`config.mk`:
```
export PLATFORM = sky130hd
export DESIGN_NAME = regfile_wb_arbiter
export DESIGN_NICKNAME = d
export VERILOG_FILES = /design/src/rtl/regfile_wb_arbiter.sv
export SDC_FILE = /design/constraint.sdc
export NUM_CORES = 1
export LEC_CHECK = 0
export ABC_CLOCK_PERIOD_IN_PS = 2700
export CORE_MARGIN = 4
export CORE_UTILIZATION = 40
export DETAILED_ROUTE_END_ITERATION = 6
export PLACE_DENSITY = 0.78
export SLEW_MARGIN = 20
export SYNTH_ARGS = -nofsm -noshare
export SYNTH_HDL_FRONTEND = slang
export SYNTH_SLANG_ARGS = --single-unit
```
`constraint.sdc`:
```
create_clock -name clk -period 2.7 [get_ports clk]
set_input_delay 0.405 -clock clk [delete_from_list [all_inputs] [get_ports clk]]
set_output_delay 0.405 -clock clk [all_outputs]
set_load 0.03 [all_outputs]
```
`src/rtl/regfile_wb_arbiter.sv`:
```
// regfile_wb_arbiter: shares the RF write port between the WB stage
// (primary) and a queued aux unit (secondary), with a starvation stall.
// Ports: clk, rst (async, active-high)
//   pipe_wb_en/dest/data in, pipe_stall out (registered 1-cycle freeze)
//   aux_valid/dest/data in, aux_ready out (FIFO not full)
//   rf_we/dest/data out (write port), pending out (FIFO non-empty)
// Option: RF_ARB_BYPASS_EN lets aux write straight through when idle.
module regfile_wb_arbiter #(
  parameter int DATA_W     = 32,
  parameter int ADDR_W     = 4,
  parameter int FIFO_DEPTH = 2,
  parameter int STARVE_MAX = 4
) (
  input  logic              clk,
  input  logic              rst,
  input  logic              pipe_wb_en,
  input  logic [ADDR_W-1:0] pipe_wb_dest,
  input  logic [DATA_W-1:0] pipe_wb_data,
  output logic              pipe_stall,
  input  logic              aux_valid,
  input  logic [ADDR_W-1:0] aux_dest,
  input  logic [DATA_W-1:0] aux_data,
  output logic              aux_ready,
  output logic              rf_we,
  output logic [ADDR_W-1:0] rf_dest,
  output logic [DATA_W-1:0] rf_data,
  output logic              pending
);

  localparam int PW = $clog2(FIFO_DEPTH);
  localparam int CW = PW + 1;
  localparam int SW = $clog2(STARVE_MAX) + 1;

  typedef struct packed {
    logic [ADDR_W-1:0] dest;
    logic [DATA_W-1:0] data;
  } ent_t;

  ent_t          mem [FIFO_DEPTH];
  ent_t          head;
  logic [PW-1:0] wr_ptr;
  logic [PW-1:0] rd_ptr;
  logic [CW-1:0] count;
  logic [SW-1:0] starve;
  logic [SW-1:0] starve_nx;
  logic          stall_nx;
  logic          empty;
  logic          full;
  logic          pipe_gnt;
  logic          fifo_gnt;
  logic          byp_gnt;
  logic          push;
  logic          pop;

  assign empty    = (count == '0);
  assign full     = (count == CW'(FIFO_DEPTH));
  assign head     = mem[rd_ptr];
  assign pending  = !empty;

  assign pipe_gnt = !rst && !pipe_stall && pipe_wb_en;
  assign fifo_gnt = !rst && !pipe_gnt && !empty;
`ifdef RF_ARB_BYPASS_EN
  assign byp_gnt  = !rst && !pipe_gnt && empty
                    && aux_valid;
`else
  assign byp_gnt  = 1'b0;
`endif

  // No pop pass-through: a full FIFO refuses
  // aux even in the cycle its head drains.
  assign aux_ready = !rst && (!full || byp_gnt);
  assign push      = aux_valid && aux_ready
                     && !byp_gnt;
  assign pop       = fifo_gnt;

  always_comb begin
    rf_we   = 1'b0;
    rf_dest = '0;
    rf_data = '0;
    unique case (1'b1)
      pipe_gnt: begin
        rf_we   = 1'b1;
        rf_dest = pipe_wb_dest;
        rf_data = pipe_wb_data;
      end
      fifo_gnt: begin
        rf_we   = 1'b1;
        rf_dest = head.dest;
        rf_data = head.data;
      end
`ifdef RF_ARB_BYPASS_EN
      byp_gnt: begin
        rf_we   = 1'b1;
        rf_dest = aux_dest;
        rf_data = aux_data;
      end
`endif
      default: ;
    endcase
  end

  // Counts cycles the head waited behind the pipe;
  // at the limit, one stall cycle forces a drain.
  always_comb begin
    starve_nx = starve;
    stall_nx  = 1'b0;
    if (empty || pop) begin
      starve_nx = '0;
    end else if (starve == SW'(STARVE_MAX - 1)
                 && pipe_wb_en && !pipe_stall) begin
      starve_nx = '0;
      stall_nx  = 1'b1;
    end else begin
      starve_nx = starve + SW'(1);
    end
  end

  always_ff @(posedge clk or posedge rst) begin
    if (rst) begin
      wr_ptr     <= '0;
      rd_ptr     <= '0;
      count      <= '0;
      starve     <= '0;
      pipe_stall <= 1'b0;
    end else begin
      if (push) wr_ptr <= wr_ptr + PW'(1);
      if (pop)  rd_ptr <= rd_ptr + PW'(1);
      count      <= count + CW'(push) - CW'(pop);
      starve     <= starve_nx;
      pipe_stall <= stall_nx;
    end
  end

  always_ff @(posedge clk) begin
    if (push) begin
      mem[wr_ptr] <= '{dest: aux_dest, data: aux_data};
    end
  end

endmodule

```
==> reports/metrics.yaml, run 1 <==
timing:
  worstMarginPinSlew_ns: 0.4784
  slew_headroom_pct: 67.97
  rsz0062_at_grt: "no"
  hold_ws_ns: 0.4469
  period_share_pct: 92.85
  fmax_ghz: 0.3989
  final-hold-violation-count: 0
  fin_crit_ns: 2.507
  fin_tns_setup_ns: 0
  slew_viol_final: 0
  setup_viol: 0
  clock_skew_ns: 0.01311
routing:
  routed_wl_um: 6827
  wl_per_cell_um: 14.71
  ant_nets: 0
  drt-initial-drc-count: 45
  vias_per_cell: 4.804
  drc: 0
  drtPass1Iterations: 4
  num_vias: 2229
global_route:
  grt_max_degree: 38
  grt_usage_pct: 14.00
  grt_pass1_vias: 2285
  grt_overflow: 0
  grt_pass1_wl_um: 10740
  antenna_found_initial: 0
critical_path:
  cp-endpoint: "rf_data[8]"
  endpoint_kind: "output pin"
  cpPeakStageDelay_ns: 0.45
  crit_type: "in -> out"
  r2r-end: "count[1]"
  path_cells: "clkdlybuf4s50_1 -> nor2b_1 -> or3_4 -> buf_4 -> o21ai_0 -> buf_4"
  reg2reg_depth: 8
  setup.worst_path.start: "pipe_wb_en"
  crit_top_cell: "buf_4"
  crit_slowest_cell: "or3_4"
  worstPathMaxFanout: 22
  reg2reg_from: "pipe_stall"
  cp.required_ns: 2.30
  critPathLaunchType: "primary input"
  critPathArrivalTime_ns: 2.10
  reg2reg_slack_ns: 0.81
clock_network:
  cts_buffers: 9
  cts.htree.levels: 3
  clockBufferDepth: 2
  cts_root_buf: "clkbuf_8"
  cts_sinks: 80
  cts_tree: "built"
  cts_setup_buffers: 0
  cts_resized: 0
  cts.reportedPaths.clkPinSlew_ns: 0.08
  hold_buffers: 0
  clock_latency_ns: 0.34
synthesis:
  syn_nets: 308
  ys_seq_area_share_pct: 70.21
  synth_xor_xnor_area_share_pct: 1.264
  syn_inst: 228
  synth_edf_count: 72
  synth_area_per_cell_um2: 14.76
  synth_top_family_by_area: "multiplexers"
  synthMuxAreaShare_pct: 10.71
  synth.distinct_cells: 28
  synthArstFlopShare_pct: 10.00
  synth_seq_cells: 80
  synthFlopType: "edfxtp_1"
  yosys.area_share.simple_pct: 6.173
  ys.warnings.count: 0
  syn_area_mm2: 0.003364
  synth_fa_ha_area_share_pct: 1.488
  synth-compound-area-share_pct: 7.252
finish:
  final_cell_mix: "78 x clkdlybuf4s50_1, 72 x edfxtp_1, 46 x buf_4, 36 x mux2i_1, 36 x nand2_1"
  syn_to_final_growth_pct: 42.84
  nets: 434
  n_antenna_cell: 0
  final_common_cell: "clkdlybuf4s50_1"
  fin_area_mm2: 0.004806
  fin_cells: 464
  nFillCells: 655
  drive_gt1_share_pct: 21.73
floorplan:
  die_area_mm2: 0.009942
  boundaryPins: 116
  die_h_um: 99.71
  initial_core_util_pct: 40.95
  die_width_um: 99.71
  num_rows: 33
  core_mm2: 0.008217
pwr:
  power.leakage_nw: 1.867
  cellPowerDensity_mw_per_mm2: 797.7
  ir_drop_v: 0.0004476
placement:
  placed_area_mm2: 0.004603
  globalplace.congestion: 0.7008
  place.port_buffers: 115
  dp.cells: 448
  hpwl_um: 4949
outcome:
  run_status: "completed"
min_path:
  hold_class: "reg -> reg"
job:
  maxCapViolCount: 0
## critical path, delay by kind of cell
family	cells	cell delay, ns
simple gates	2	0.63
buf+inv	3	0.86
compound gates	1	0.20
## worst min path at each step
stage | slack, ns | startpoint | cells past startpoint | to
after CTS | 0.45 | starve[0] | 1 | starve[0]
final | 0.45 | starve[0] | 1 | starve[0]
after global routing | 0.49 | starve[0] | 1 | starve[0]
after global placement | 0.42 | starve[0] | 1 | starve[0]
after detailed placement | 0.44 | starve[0] | 1 | starve[0]
after floorplan | 0.24 | rst | 1 | count[0]
## Yosys cell counts (3+ instances only)
cell type | n | area, um^2
dfrtp_1 | 8 | 200.2
nand2_1 | 36 | 135.1
xnor2_1 | 3 | 26.28
o21ai_2 | 8 | 70.07
edfxtp_1 | 72 | 2162
o21ai_0 | 28 | 140.1
inv_1 | 6 | 22.52
buf_2 | 4 | 20.02
mux2i_1 | 36 | 360.4
ha_1 | 4 | 50.05
nor2_1 | 4 | 15.01
clkbuf_1 | 3 | 11.26
## where the power goes
part | internal (mW) | leakage, nW | switching, mW | total (mW)
clock network | 0.438 | 0.0998 | 0.435 | 0.874
logic | 0.583 | 1.01 | 0.747 | 1.33
registers | 1.56 | 0.756 | 0.0739 | 1.63
## layout make-up
type	count	area, um^2	area share [%]
clock buffer	9	123.9	2.577
clock inverter	7	78.83	1.640
inverter	6	22.52	0.4686
multi-input combinational	131	919.6	19.14
sequential	80	2364	49.18
tap	105	131.4	2.734
timing repair buffer	126	1166	24.26
## per-stage QoR
stage	setup WS (ns)	utilization (%)	total power [mW]
final	0.1930	58.49	3.834
after global placement	0.2331	56.02	2.981
after CTS	0.1675	58.49	3.895
after global routing	0.01947	58.49	4.050
after floorplan	0.3364	-	2.529
after detailed placement	0.1748	56.02	3.015
## registers in the layout (all words and copies together), names as in the netlist
register,count
count,2
rd_ptr,1
mem,72
pipe_stall,1
starve,3
wr_ptr,1
## cells by family after synthesis
family | after synthesis
flip-flops | 80
AND/OR/NAND/NOR | 47
AO/OA/AOI/OAI | 40
multiplexers | 36
buffers and inverters | 17
XOR/XNOR | 4
adder cells (fa/ha/maj) | 4
## per-layer routing
layer  vias to the layer above  wire length [um]  GRT usage (%)
li1                       1092                 -              -
met1                      1056              2807          16.65
met2                        77              3485          24.42
met3                         4               483          4.348
met4                         0                51          3.887
met5                         -                 0              0
(Power assumes the default switching activity.)
==> run 2: changes to the inputs <==
Settings changed: ABC_AREA set to 0.
==> results of run 2 <==
Final layout, timing and power as in run 1 (identical DEF).
==> variant (config.mk and constraints of run 2) <==
Set the parameter `FIFO_DEPTH` to 4 (it was 2).
--- a/src/rtl/regfile_wb_arbiter.sv
+++ b/src/rtl/regfile_wb_arbiter.sv
@@ -10,3 +10,3 @@
   parameter int ADDR_W     = 4,
-  parameter int FIFO_DEPTH = 2,
+  parameter int FIFO_DEPTH = 4,
   parameter int STARVE_MAX = 4
Check against the original RTL: not equivalent (a bounded check fails within 4 cycles, from zero or initial values and one cycle with rst high).
==> variant against run 2 <==
Total power increased by 110%; global-route usage increased by 0.78 points; largest power group unchanged; worst setup slack got worse by 0.039 ns; highest routed layer unchanged; sequential cell count increased by 75; cell area increased by 73%; area after synthesis increased by 84%; routed wire length increased by 78%.
==> variant: results (changes against run 2) <==
stage	metric	value	unit	change
run_status	status	complete, no violations		
power_and_ir_drop	Pleak	2.92	nW	+57%
timing	actual transition at the worst max-transition pin	0.515	ns	+0.0361 ns
synthesis	Avg Cell Area, Syn	21.6	um2	+46%
critical_path	endpoint of the worst-slack reg-to-reg timing path	count[2]		
critical_path	setup slack, reg-to-reg	0.52	ns	-0.29 ns
timing	WHS	0.439	ns	-0.00747 ns
final_layout	Regs by FF count	mem: 144 flops, count: 3 flops, starve: 3 flops		
power_and_ir_drop	Clock net power	0.00257	W	+190%
cts	worst-skew pair later-pin latency	0.42	ns	+0.08 ns
place	sum of net half-perimeters after detailed placement	8100	um	+64%
synthesis	top cells by area in the synthesized netlist	sky130_fd_sc_hd__edfxtp_1 70%, sky130_fd_sc_hd__mux4_2 13%, sky130_fd_sc_hd__a22o_1 5.1%		
cts	Num CTS Buffers	17		+8
global_route	vias in the first global route	3620		+58%
global_route	GRT Overall Usage	0.148		+0.00783
global_route	largest net degree at the start of global routing	39		+2.6%
synthesis	synthesized netlist net count	372		+21%
final_layout	total number of nets in the final design	506		+17%
place	Placed Cells	590		+32%
timing	worst clock skew on the final layout	0.00701	ns	-0.00610 ns
power_and_ir_drop	Seq power	0.00313	W	+92%
cts	cell at the root of the clock tree	sky130_fd_sc_hd__clkbuf_16		
synthesis	Async SR Flop Fraction	0.0710		-0.0290
global_route	GR Layer Usage met1	0.177		+0.00999
global_route	global-route track usage on met2	0.257		+0.0127
critical_path	data arrival time at the worst-slack endpoint	2.14	ns	+0.04 ns
synthesis	number of distinct library cell variants in the gate-level netlist after synthesis	30		+7.1%
synthesis	post-synthesis sequential area ratio	0.743		+0.0405
synthesis	top cells by instance count after synthesis	144 x sky130_fd_sc_hd__edfxtp_1, 36 x sky130_fd_sc_hd__a22o_1, 36 x sky130_fd_sc_hd__mux4_2, 11 x sky130_fd_sc_hd__buf_2, 11 x sky130_fd_sc_hd__dfrtp_1		
min_path	worst hold path endpoint	starve[0]		
critical_path	cell with the largest stage delay on the worst path	sky130_fd_sc_hd__clkdlybuf4s50_1		
drt	Starting DRT DRC Count	131		+190%
cts	number of levels the H-tree was split into	4		+1
synthesis	count of flip-flops with a built-in enable after synthesis	144		+100%
place	routability-driven placement congestion ratio	0.682		-2.7%
drt	vias	3220		+44%
global_route	first-pass GRT wire length	19700	um	+83%
place	total cell area at the placement stage	7650	um2	+66%
power_and_ir_drop	Seq pwr share	0.392		-0.033
critical_path	largest driver fanout on the critical path	38		+73%
drt	post-detailed-routing wire length	12200	um	+78%
final_layout	fraction of layout instances using a drive strength above 1	0.304		+0.0869
drt	per-cell via count in the routed design	5.18		+7.8%
global_route	met3 routing resource usage after global routing	0.0449		+0.00139
timing	Final Critical Period	2.55	ns	+0.0390 ns
power_and_ir_drop	worst vdd ir	523	uV	+17%
## variant: logic make-up (layout without fill, tap and decap cells)
kind of cell             Yosys count  after routing  share of synthesized area
flip-flops                       155            155                      0.743
AO/OA/AOI/OAI                     40             40                     0.0560
multiplexers                      37             37                      0.133
buffers and inverters             25            172                     0.0236
AND/OR/NAND/NOR                   16             16                     0.0186
adder cells (fa/ha/maj)            9              9                     0.0194
XOR/XNOR                           5              5                    0.00707
## variant: cell type report
cell class              instances  area (um2)
flip-flops and latches        155        4600
clock inverters                14         216
inverters                       9        33.8
well taps                     188         235
repair buffers                131        1320
multi-input cells             107        1460
fillers                      1188        6910
clock buffers                  18         429
## variant: critical path, delay by kind of cell
family                 cells  cell delay (ns)
AOI/OAI and AO/OA          1             0.26
buffers and inverters      4             1.13
and+or+nand+nor            2             0.32
## variant: routing by layer
metal	up-vias	wire [um]	part of all wire
li1	1476	-	-
met1	1633	5060	0.42
met2	96	6290	0.52
met3	15	629	0.052
met4	0	174	0.014
met5	-	0	0
